## config.mk

```make
export PLATFORM = sky130hd
export DESIGN_NAME = eka_mem_arbiter
export DESIGN_NICKNAME = d
export VERILOG_FILES = /design/src/rtl/eka_mem_arbiter.sv
export SDC_FILE = /design/constraint.sdc
export NUM_CORES = 1
export LEC_CHECK = 0
export CAP_MARGIN = 20
export CORE_AREA = 2 2 118 120
export DETAILED_ROUTE_END_ITERATION = 8
export DIE_AREA = 0 0 120 122
export PLACE_DENSITY = 0.84
export SLEW_MARGIN = 5
export SYNTH_ARGS = -nofsm -noshare
export SYNTH_HDL_FRONTEND = slang
export SYNTH_SLANG_ARGS = --single-unit
export TNS_END_PERCENT = 100
```

## constraint.sdc

```tcl
create_clock -name clk -period 4.6 [get_ports clk]
set_clock_uncertainty 0.05 [all_clocks]
set_input_delay 0.69 -clock clk [delete_from_list [all_inputs] [get_ports clk]]
set_output_delay 0.69 -clock clk [all_outputs]
set_load 0.005 [all_outputs]
```

## src/rtl/eka_mem_arbiter.sv

```systemverilog
// Single-port memory arbiter for the Eka core: sequences instruction fetch, decode hold,
// an optional load/store, and PC advance, and counts retired instructions.
module eka_mem_arbiter #(
  parameter int          ADDR_WIDTH = 32,
  parameter logic [31:0] NOP_INST   = 32'h0000_0013
) (
  input  logic                  clk,
  input  logic                  reset,
  input  logic [ADDR_WIDTH-1:0] inst_addr,
  output logic [31:0]           instruction,
  output logic                  inst_valid,
  input  logic [31:0]           data_addr,
  input  logic [31:0]           mem_wr_data,
  input  logic [3:0]            mem_wr_mask,
  input  logic                  mem_wr,
  input  logic                  mem_rd,
  output logic [31:0]           mem_rd_data,
  output logic                  data_stall,
  output logic                  mem_req,
  output logic                  mem_we,
  output logic [31:0]           mem_addr,
  output logic [31:0]           mem_wdata,
  output logic [3:0]            mem_wmask,
  input  logic                  mem_ready,
  input  logic [31:0]           mem_rdata,
  output logic [31:0]           instret
);

  typedef enum logic [1:0] {FETCH, EXEC, DATA, DONE} state_t;

  state_t      state;
  logic [31:0] inst_q;
  logic [31:0] rdata_q;
  logic [31:0] instret_q;
  logic        xfer;
  logic        data_op;

  function automatic logic [31:0] zext_addr(input logic [ADDR_WIDTH-1:0] a);
    logic [31:0] r;
    r = '0;
    r[ADDR_WIDTH-1:0] = a;
    return r;
  endfunction

  assign data_op     = mem_rd | mem_wr;
  assign xfer        = mem_req & mem_ready;
  assign instret     = instret_q;
  assign mem_rd_data = rdata_q;
  assign mem_wdata   = mem_wr_data;

  // Outputs are decoded from state; reset gates them so an access drops in the reset cycle.
  always_comb begin
    mem_req     = 1'b0;
    mem_we      = 1'b0;
    mem_addr    = zext_addr(inst_addr);
    mem_wmask   = 4'b0000;
    inst_valid  = 1'b0;
    data_stall  = 1'b0;
    instruction = NOP_INST;
    if (!reset) begin
      case (state)
        FETCH: mem_req = 1'b1;
        EXEC: begin
          inst_valid  = 1'b1;
          instruction = inst_q;
          data_stall  = data_op;
        end
        DATA: begin
          mem_req     = 1'b1;
          mem_we      = mem_wr;
          mem_addr    = data_addr;
          mem_wmask   = mem_wr ? mem_wr_mask : 4'b0000;
          inst_valid  = 1'b1;
          instruction = inst_q;
          data_stall  = 1'b1;
        end
        DONE: begin
          inst_valid  = 1'b1;
          instruction = inst_q;
        end
        default: ;
      endcase
    end
  end

  always_ff @(posedge clk) begin
    if (reset) begin
      state     <= FETCH;
      inst_q    <= NOP_INST;
      rdata_q   <= '0;
      instret_q <= '0;
    end else begin
      case (state)
        FETCH: begin
          if (xfer) begin
            inst_q <= mem_rdata;
            state  <= EXEC;
          end
        end
        EXEC: begin
          if (data_op) begin
            state <= DATA;
          end else begin
            instret_q <= instret_q + 32'd1;
            state     <= FETCH;
          end
        end
        DATA: begin
          if (xfer) begin
            rdata_q <= mem_rdata;
            state   <= DONE;
          end
        end
        DONE: begin
          instret_q <= instret_q + 32'd1;
          state     <= FETCH;
        end
        default: state <= FETCH;
      endcase
    end
  end

endmodule
```

==> metrics.cfg, run 1 <==
[synth]
synthFlopType=dfxtp_1
synth_cell_types=35
postSynthAreaPerCell_um2=8.20
syn_inst=602
synth.area.top_cells=dfxtp_1 40%, nand2_1 11%, mux2_2 8.7%
seq_area_frac_synth_pct=39.7
yosysTopAreaCell=dfxtp_1
synth_top_area_share_pct=39.7
synth-edff-count=0
yosysWarningCount=0
async_flop_share_pct=0
synth_fp_nets=745
syn_area_mm2=0.00494
synth_seq_cells=98

[route]
drtAntennaViolNets=0
drtIter0Drc=335
vias=4763
wl_met1_mm=6.27
route.detailed.drc=0
wl_met2_mm=6.51
dr.pass1.iters=4
routed-wl-met3_mm=1.60
vias_per_cell=4.91
wl_per_cell_um=15.0
routed_wl_mm=14.6
top_layer_used=met4

[clock_tree]
cts_setup_buffers=0
cts_tree=done
cts_resized=0
clk_pin_slew_ns=0.07
hold_buffers=0
clock-root-buffer=clkbuf_16
cts_buffers=9
clkLatencyLatePin_ns=0.34
clk_path_buf_depth=2
clkSinkCount=98
htree_levels=3

[placed_design]
numPortBuffers=240
dp_slack_ns=1.17
place.gp.congestion=0.840
hpwl_mm=10.6

[critical_path]
worstPathRequired_ns=3.86
r2r_slack_ns=2.11
start_kind=register
crit_path_max_fanout=39
cp-end-kind=primary output
critPathArrivalTime_ns=2.74
crit_type=register to primary output

[timing]
finalMaxSlewViolations=0
slew_headroom_pct=35.0
fin_ws_ns=1.12
fmax_ghz=0.287
period_minus_slack_ns=3.48
setup_viol=0
fin_tns_setup_ns=0
worst-slew-pin-transition_ns=0.973
grt_setup_unrepaired=false
finalHoldViolations=0
layout_worst_path_cycle_share_pct=75.6

[floorplan]
rows=43
die_y_um=122
die_w_um=120
start_util_pct=36.6
dieArea_mm2=0.0146
coreArea_mm2=0.0135
ios=305

[pwr]
powerDensity_mw_per_mm2=249
clkPwrFrac_pct=38.1
p_int_mw=1.42
leakage_nw=2.79
swShare_pct=23.7
irDropWorstVdd_uv=204
p_comb_share_pct=14.7
netSwitchingPower_mw=0.442
power_frac_seq_pct=47.2

[global_routing]
grt_max_degree=73
grt_pass1_wl_mm=23.1
grt_pass1_vias=4428
grt_antenna_before_repair=0
gr-total-overflow=0
grt_usage_pct=19.8

[min_path]
hold_class=register to register

[final_layout]
multi_input_area_mm2=0.00256
fill_cells=1245
drive_gt1_share_pct=7.96
n_antenna_cell=0
nets=929
final-seq-area_mm2=0.00196
area_growth_syn_to_layout_pct=52.0

[outcome]
outcome=finished, final reports clean

[job]
cap_viol_max_count=0

-- per-stage QoR --
| step | util, % | std cells | area (µm²) | power, mW | hold slack, ns |
|---|---|---|---|---|---|
| floorplan | - | 602 | 4940 | 1.02 | 0.381 |
| finish | 55.6 | 971 | 7500 | 1.87 | 0.399 |
| global placement | 53.5 | 955 | 7230 | 1.17 | 0.387 |
| global route | 55.6 | 971 | 7500 | 1.94 | 0.415 |
| CTS | 55.6 | 971 | 7500 | 1.89 | 0.401 |
| detailed placement | 53.5 | 955 | 7230 | 1.18 | 0.392 |
-- cells in the mapped netlist, types with 2 or more instances --
| cell | n |
|---|---|
| ha_1 | 6 |
| o21ai_0 | 5 |
| nor3b_1 | 2 |
| buf_1 | 4 |
| nand3b_1 | 35 |
| mux2_1 | 2 |
| and3_1 | 6 |
| nor2b_1 | 11 |
| o211ai_1 | 3 |
| nand4_1 | 6 |
| inv_1 | 5 |
| xor2_1 | 9 |
| nor4_1 | 8 |
| o2111ai_1 | 5 |
| buf_4 | 32 |
| dfxtp_1 | 98 |
| nor2_1 | 25 |
| and4_1 | 5 |
| or4_1 | 13 |
| nand3_1 | 6 |
| a21oi_1 | 42 |
| mux2i_1 | 2 |
| mux2_2 | 38 |
| o31ai_1 | 11 |
| nand2_1 | 139 |
| clkbuf_1 | 38 |
| nor3_1 | 2 |
| and2_1 | 33 |
| or3_1 | 5 |
-- flip-flops by register name, indices dropped and copies added (netlist names), named ones only --
signal	flops
state	1
inst_q	32
instret	32
mem_rd_data	32
-- final cells by class --
type	count	share of cell area (%)
clock inverter	3	0.333
clock buffer	13	3.33
inverter	5	0.250
timing repair buffer	248	32.8
tap	180	3.00
multi-input combinational	424	34.2
sequential	98	26.1
-- metal layers --
| metal | global-route usage [%] | up-vias |
|---|---|---|
| li1 | - | 2383 |
| met1 | 24.3 | 2182 |
| met2 | 30.8 | 176 |
| met3 | 9.08 | 22 |
| met4 | 6.62 | 0 |
| met5 | 0 | - |
-- power by group through the flow --
| stage | sequential, mW | combinational [mW] | clock (mW) |
|---|---|---|---|
| final | 0.881 | 0.275 | 0.710 |
| after global placement | 0.900 | 0.274 | 0 |
| after floorplan | 0.898 | 0.124 | 0 |
| after CTS | 0.881 | 0.278 | 0.734 |
| after global routing | 0.883 | 0.299 | 0.762 |
| after detailed placement | 0.900 | 0.277 | 0 |
-- final timing paths --
path | startpoint | endpoint | cells past startpoint
max reg2reg | register | instret[28]$_SDFFE_PP0P_ | 7
max | state[0]$_SDFFE_PP0P_ | mem_addr[11] | 5
min | inst_q[8]$_SDFFE_PP0P_ | inst_q[8]$_SDFFE_PP0P_ | 2
min reg2reg | inst_q[8]$_SDFFE_PP0P_ | inst_q[8]$_SDFFE_PP0P_ | 2
-- placed cells by master (no fill, tap or decap), types with 3 or more instances in the layout --
master	Yosys	layout
clkdlybuf4s50_1	0	239
nand2_1	139	139
dfxtp_1	98	98
a21oi_1	42	42
mux2_2	38	38
nand3b_1	35	35
and2_1	33	33
nor2_1	25	24
or4_1	13	13
o31ai_1	11	11
nor2b_1	11	10
xor2_1	9	9
clkbuf_16	0	9
buf_4	32	9
nor4_1	8	8
and3_1	6	6
nand4_1	6	6
nand3_1	6	6
ha_1	6	6
inv_1	5	5
or3_1	5	5
and4_1	5	5
o21ai_0	5	5
o2111ai_1	5	5
o211ai_1	3	3
clkbuf_1	38	3
-- kinds of logic after synthesis --
kind of cell	count (synthesis)	synth area share [%]
buf+inv	80	8.54
fa+ha+maj	6	1.52
compound gates	69	8.19
xor+xnor	9	1.60
flops	98	39.7
mux	42	9.53
simple gates	298	30.9
-- worst max-delay path: stages, from the launching register on --
cell and delay (ns):
dfxtp_1 0.35, inv_1 0.11, ha_1 0.23, nor2b_4 0.82, mux2_2 0.42, clkdlybuf4s50_1 0.46
(Power assumes the default switching activity.)
==> inputs of run 2 (changes only) <==
- CORE_AREA: 2 2 118 120 -> not set
- CORE_MARGIN: not set -> 2
- CORE_UTILIZATION: not set -> 34
- DIE_AREA: 0 0 120 122 -> not set
- PLACE_DENSITY: 0.84 -> 0.82
- clock period: 4.6 -> 2.84 ns (I/O delays scaled with it)
==> metrics.cfg, run 2 (synthesis results as in run 1) <==
[final_layout]
drive_gt1_share_pct=9.64  ; was 7.96%
final_common_cell=clkdlybuf4s50_1  ; unchanged
area_growth_syn_to_layout_pct=55.9  ; was 52.0%
layout_common_cells=239 x clkdlybuf4s50_1, 139 x nand2_1, 98 x dfxtp_1  ; unchanged
nets=937  ; was 929
design_area_mm2=0.00770  ; was 0.00750 mm²
n_antenna_cell=0  ; unchanged

[placed_design]
place.gp.congestion=0.823  ; was 0.840
placed_cell_area_mm2=0.00728  ; was 0.00723 mm²
numPortBuffers=240  ; unchanged
hpwl_mm=10.8  ; was 10.6 mm

[timing]
worst-slew-pin-transition_ns=0.644  ; was 0.973 ns
finalMaxSlewViolations=0  ; unchanged
finalHoldViolations=0  ; unchanged
slew_headroom_pct=57.0  ; was 35.0%
fin_tns_setup_ns=0  ; unchanged
layout_worst_path_cycle_share_pct=95.7
setup_viol=0  ; unchanged
fmax_ghz=0.368
grt_setup_unrepaired=false  ; unchanged
period_minus_slack_ns=2.72

[min_path]
whs_path_depth=2  ; unchanged
hold_class=primary input to register  ; was register to register
worstHoldEndpoint=state[0]$_SDFFE_PP0P_  ; was inst_q[8]$_SDFFE_PP0P_
hold_start=reset  ; was inst_q[8]$_SDFFE_PP0P_

[floorplan]
die_y_um=125  ; was 122 µm
rows=44  ; was 43
die_w_um=125  ; was 120 µm
ios=305  ; unchanged
coreArea_mm2=0.0144  ; was 0.0135 mm²
dieArea_mm2=0.0155  ; was 0.0146 mm²
start_util_pct=34.4  ; was 36.6%

[route]
drtIter0Drc=225  ; was 335
route.detailed.drc=0  ; unchanged
wl_per_cell_um=15.5  ; was 15.0 µm
dr.pass1.iters=4  ; unchanged
routed_wl_mm=15.2  ; was 14.6 mm
vias=4811  ; was 4763
vias_per_cell=4.89  ; was 4.91
drtAntennaViolNets=0  ; unchanged

[clock_tree]
clk_pin_slew_ns=0.07  ; about the same
clock-root-buffer=clkbuf_16  ; unchanged
clk_path_buf_depth=2  ; unchanged
htree_levels=3  ; unchanged
clkSinkCount=98  ; unchanged
cts_tree=done  ; unchanged
clkLatencyLatePin_ns=0.35  ; was 0.34 ns
cts_buffers=9  ; unchanged
hold_buffers=0  ; unchanged

[global_routing]
grt_pass1_wl_mm=23.8  ; was 23.1 mm
grt_antenna_before_repair=0  ; unchanged
grt_max_degree=59  ; was 73
grt_pass1_vias=4611  ; was 4428
grt_usage_pct=18.7  ; was 19.8%
gr-total-overflow=0  ; unchanged

[critical_path]
crit_type=register to primary output  ; unchanged
reg2reg_to=instret[31]$_SDFFE_PP0P_  ; was instret[28]$_SDFFE_PP0P_
r2r_slack_ns=0.57  ; was 2.11 ns
start_kind=register  ; unchanged
crit_path_max_fanout=10  ; was 39
ff2ff_path_depth=8  ; was 7
critPathArrivalTime_ns=2.24  ; was 2.74 ns
worstPathRequired_ns=2.36  ; was 3.86 ns
cp-end-kind=primary output  ; unchanged

[pwr]
powerDensity_mw_per_mm2=419  ; was 249 mW/mm²
leakage_nw=2.88  ; was 2.79 nW
irDropWorstVdd_uv=302  ; was 204 µV

[outcome]
outcome=finished, final reports clean  ; unchanged

[job]
cap_viol_max_count=0  ; unchanged

-- run 2: layout make-up --
cell class	instances	area, µm²
Clock buffer	9	225
Clock inverter	7	98.8
Fill cell	1342	6670
Inverter	5	18.8
Multi-Input combinational cell	424	2580
Sequential cell	98	1960
Tap cell	184	230
Timing Repair Buffer	256	2580
-- run 2: how the worst max path moves through the flow --
stage | from | cells after the start | endpoint
final | state[0]$_SDFFE_PP0P_ | 6 | mem_addr[26]
after global routing | state[0]$_SDFFE_PP0P_ | 6 | mem_addr[26]
after CTS | state[0]$_SDFFE_PP0P_ | 6 | mem_addr[26]
after detailed placement | mem_wr | 6 | instret[31]$_SDFFE_PP0P_
after global placement | mem_wr | 5 | data_stall
after floorplan | state[0]$_SDFFE_PP0P_ | 6 | mem_addr[16]
-- run 2: metal layers --
metal	global-route usage, %	vias to the layer above	part of all wire (%)	routed length (µm)
met5	0	-	0	0
met4	4.96	0	1.2	188
met3	8.81	18	10	1560
met2	30.5	172	46	6960
met1	22.2	2231	43	6500
li1	-	2390	-	-
-- run 2: repair_timing --
item	4_1_cts	5_1_grt
gates resized for setup	1	4
buffers inserted	0	2
cloned	0	2
setup endpoints to repair	2	49
endpoints found under the hold margin	0	0
-- run 2: power breakdown --
part           leakage (nW)  internal, mW  switching [mW]
Combinational          1.93         0.283           0.179
Clock                 0.157         0.780           0.554
Sequential            0.793          1.41          0.0193
-- run 2: critical path: stages (launching register included) --
cell             delay [ns]
dfxtp_1                0.36
inv_2                  0.11
ha_4                   0.16
nor2b_4                0.24
buf_12                 0.17
mux2_2                 0.36
clkdlybuf4s50_1        0.48
-- run 2: per-stage QoR --
stage	std cells	setup WS [ns]	utilization (%)	hold slack (ns)	power, mW
final	983	0.122	53.6	0.374	3.22
after global routing	983	0.0327	53.6	0.367	3.36
after CTS	979	0.0190	52.9	0.351	3.25
after detailed placement	963	0.361	50.6	0.392	1.91
after global placement	963	0.403	50.6	0.387	1.91
after floorplan	602	0.499	-	0.381	1.65
==> RTL edit, RTL diff (settings of run 2) <==
The parameter `ADDR_WIDTH` goes from 32 to 28.
--- a/src/rtl/eka_mem_arbiter.sv
+++ b/src/rtl/eka_mem_arbiter.sv
@@ -3,3 +3,3 @@
 module eka_mem_arbiter #(
-  parameter int          ADDR_WIDTH = 32,
+  parameter int          ADDR_WIDTH = 28,
   parameter logic [31:0] NOP_INST   = 32'h0000_0013
Interface: changed (resized inst_addr); port bits go from 305 to 301. The function was not compared with the original's and may differ.
==> RTL edit against run 2 <==
Fmax increased by 0.68%. First-iteration DRC count increased by 61%. Sequential cell count unchanged. Hold slack got worse by 66 ps. Final area decreased by 1.5%. Setup slack improved by 18 ps. Final cell count decreased by 0.81%. Global-route usage increased by 0.45 points. Synthesized cell count unchanged. Synthesized area decreased by 0.41%. Power decreased by 5.5%. Routed wire length increased by 0.93%. Largest power group unchanged. Highest routed layer unchanged.
==> RTL edit: results (changes against run 2) <==
cp_top_family: "buffers and inverters"
hold_class: "input port to flip-flop"
grt_start_max_net_pins: 63  # +6.8%
grt_use_total_pct: 19.2  # +0.45 points
dp.final_hpwl_mm: 10.9  # +0.97%
grt_pass1_wl_mm: 24.2  # +1.4%
drive_above_1_share_pct: 9.06  # -0.58 points
syn-num-nets: 741  # -0.54%
clk_pin_slew_ps: 70  # about the same
cts_resized: 0  # -1
drt_iter0_markers: 362  # +61%
wire_per_inst_um: 15.7  # +1.8%
crit_slowest_cell: "clkdlybuf4s50_1"
synthTopCellsByCount: "nand2_1, dfxtp_1, a21oi_1"
syn_avg_cell_area_um2: 8.17  # -0.41%
ys_async_sr_fraction_pct: 0  # unchanged
place_area_um2: 7220  # -0.76%
postCtsSetupBuffers: 0  # unchanged
arrival_ps: 2220  # -20 ps
critical_path.max_fanout: 19  # +9
fin_nets: 929  # -0.85%
ir_drop_mv: 0.486  # +61%
ctsLongestPathBuffers: 2  # unchanged
cts_buffers: 9  # unchanged
grt_pass1_vias: 4522  # -1.9%
place.gp.congestion: 0.857  # +4.1%
portBuffers: 236  # -1.7%
yosys-top-cells-area: "dfxtp_1, nand2_1, mux2_2, nand3b_1, buf_4"
status: "finished, final reports clean"
p_leak_nw: 2.84  # -1.4%
max-slew-margin-rel_pct: 55.4  # -1.6 points
instances_no_fill: 975  # -0.81%
dr.pass1.iters: 4  # unchanged
ys_types: 35  # unchanged
ys.warnings.count: 0  # unchanged
htreeDepth: 3  # unchanged
place_inst: 957  # -0.62%
dp_slack_ps: 316  # -45.5 ps
clk_latency_ps: 340
ctsRootBufferMaster: "clkbuf_16"
n_antenna_cell: 0  # unchanged
synth_sequential_area_ratio_pct: 39.9  # +0.16 points
antenna_found_initial: 0  # unchanged
critPathMaxStageDelay_ps: 450  # -30 ps
num_vias: 4839  # +0.58%
RTL edit: cell count changes in the layout (fill, tap and decap cells not counted), sizes merged:
cell           delta
clkbuf            +1
clkdlybuf4s50     -4
and2              +4
mux2              -4
clkinv            +1
bufinv            -2
RTL edit: cell families (layout without fill, tap and decap cells):
group / after synthesis / after routing / synth area share (%)
buffers and inverters: 80 / 273 / 8.57
flip-flops: 98 / 98 / 39.9
adder cells (fa/ha/maj): 6 / 6 / 1.53
XOR/XNOR: 9 / 9 / 1.60
AO/OA/AOI/OAI: 69 / 69 / 8.22
multiplexers: 38 / 38 / 8.65
AND/OR/NAND/NOR: 302 / 302 / 31.5
RTL edit: final cells by class:
cell class	instances	area [um2]
Multi-Input combinational cell	424	2560
Timing Repair Buffer	252	2530
Sequential cell	98	1960
Fill cell	1289	6410
Clock inverter	6	47.5
Clock buffer	10	239
Tap cell	180	225
Inverter	5	18.8
RTL edit: layer usage:
metal / part of all wire [%] / vias to the layer above / track usage [%]
li1: - / 2390 / -
met1: 43 / 2269 / 24.3
met2: 46 / 166 / 29.5
met3: 9.8 / 14 / 9.41
met4: 1.0 / 0 / 4.16
met5: 0 / - / 0
RTL edit: final timing paths:
| kind | from | endpoint | slack (ps) | cells after the start |
|---|---|---|---|---|
| setup / recovery | state[0]$_SDFFE_PP0P_ | mem_addr[12] | 140 | 6 |
| hold / removal | reset | state[0]$_SDFFE_PP0P_ | 310 | 2 |
| setup reg to reg | flip-flop | instret[24]$_SDFFE_PP0P_ | 550 | 7 |
| hold reg to reg | inst_q[2]$_SDFFE_PP0P_ | inst_q[2]$_SDFFE_PP0P_ | 400 | 2 |
RTL edit: power by group:
group          internal (mW)  switching, mW
clock network          0.627          0.543
registers               1.41         0.0201
logic                  0.271          0.178
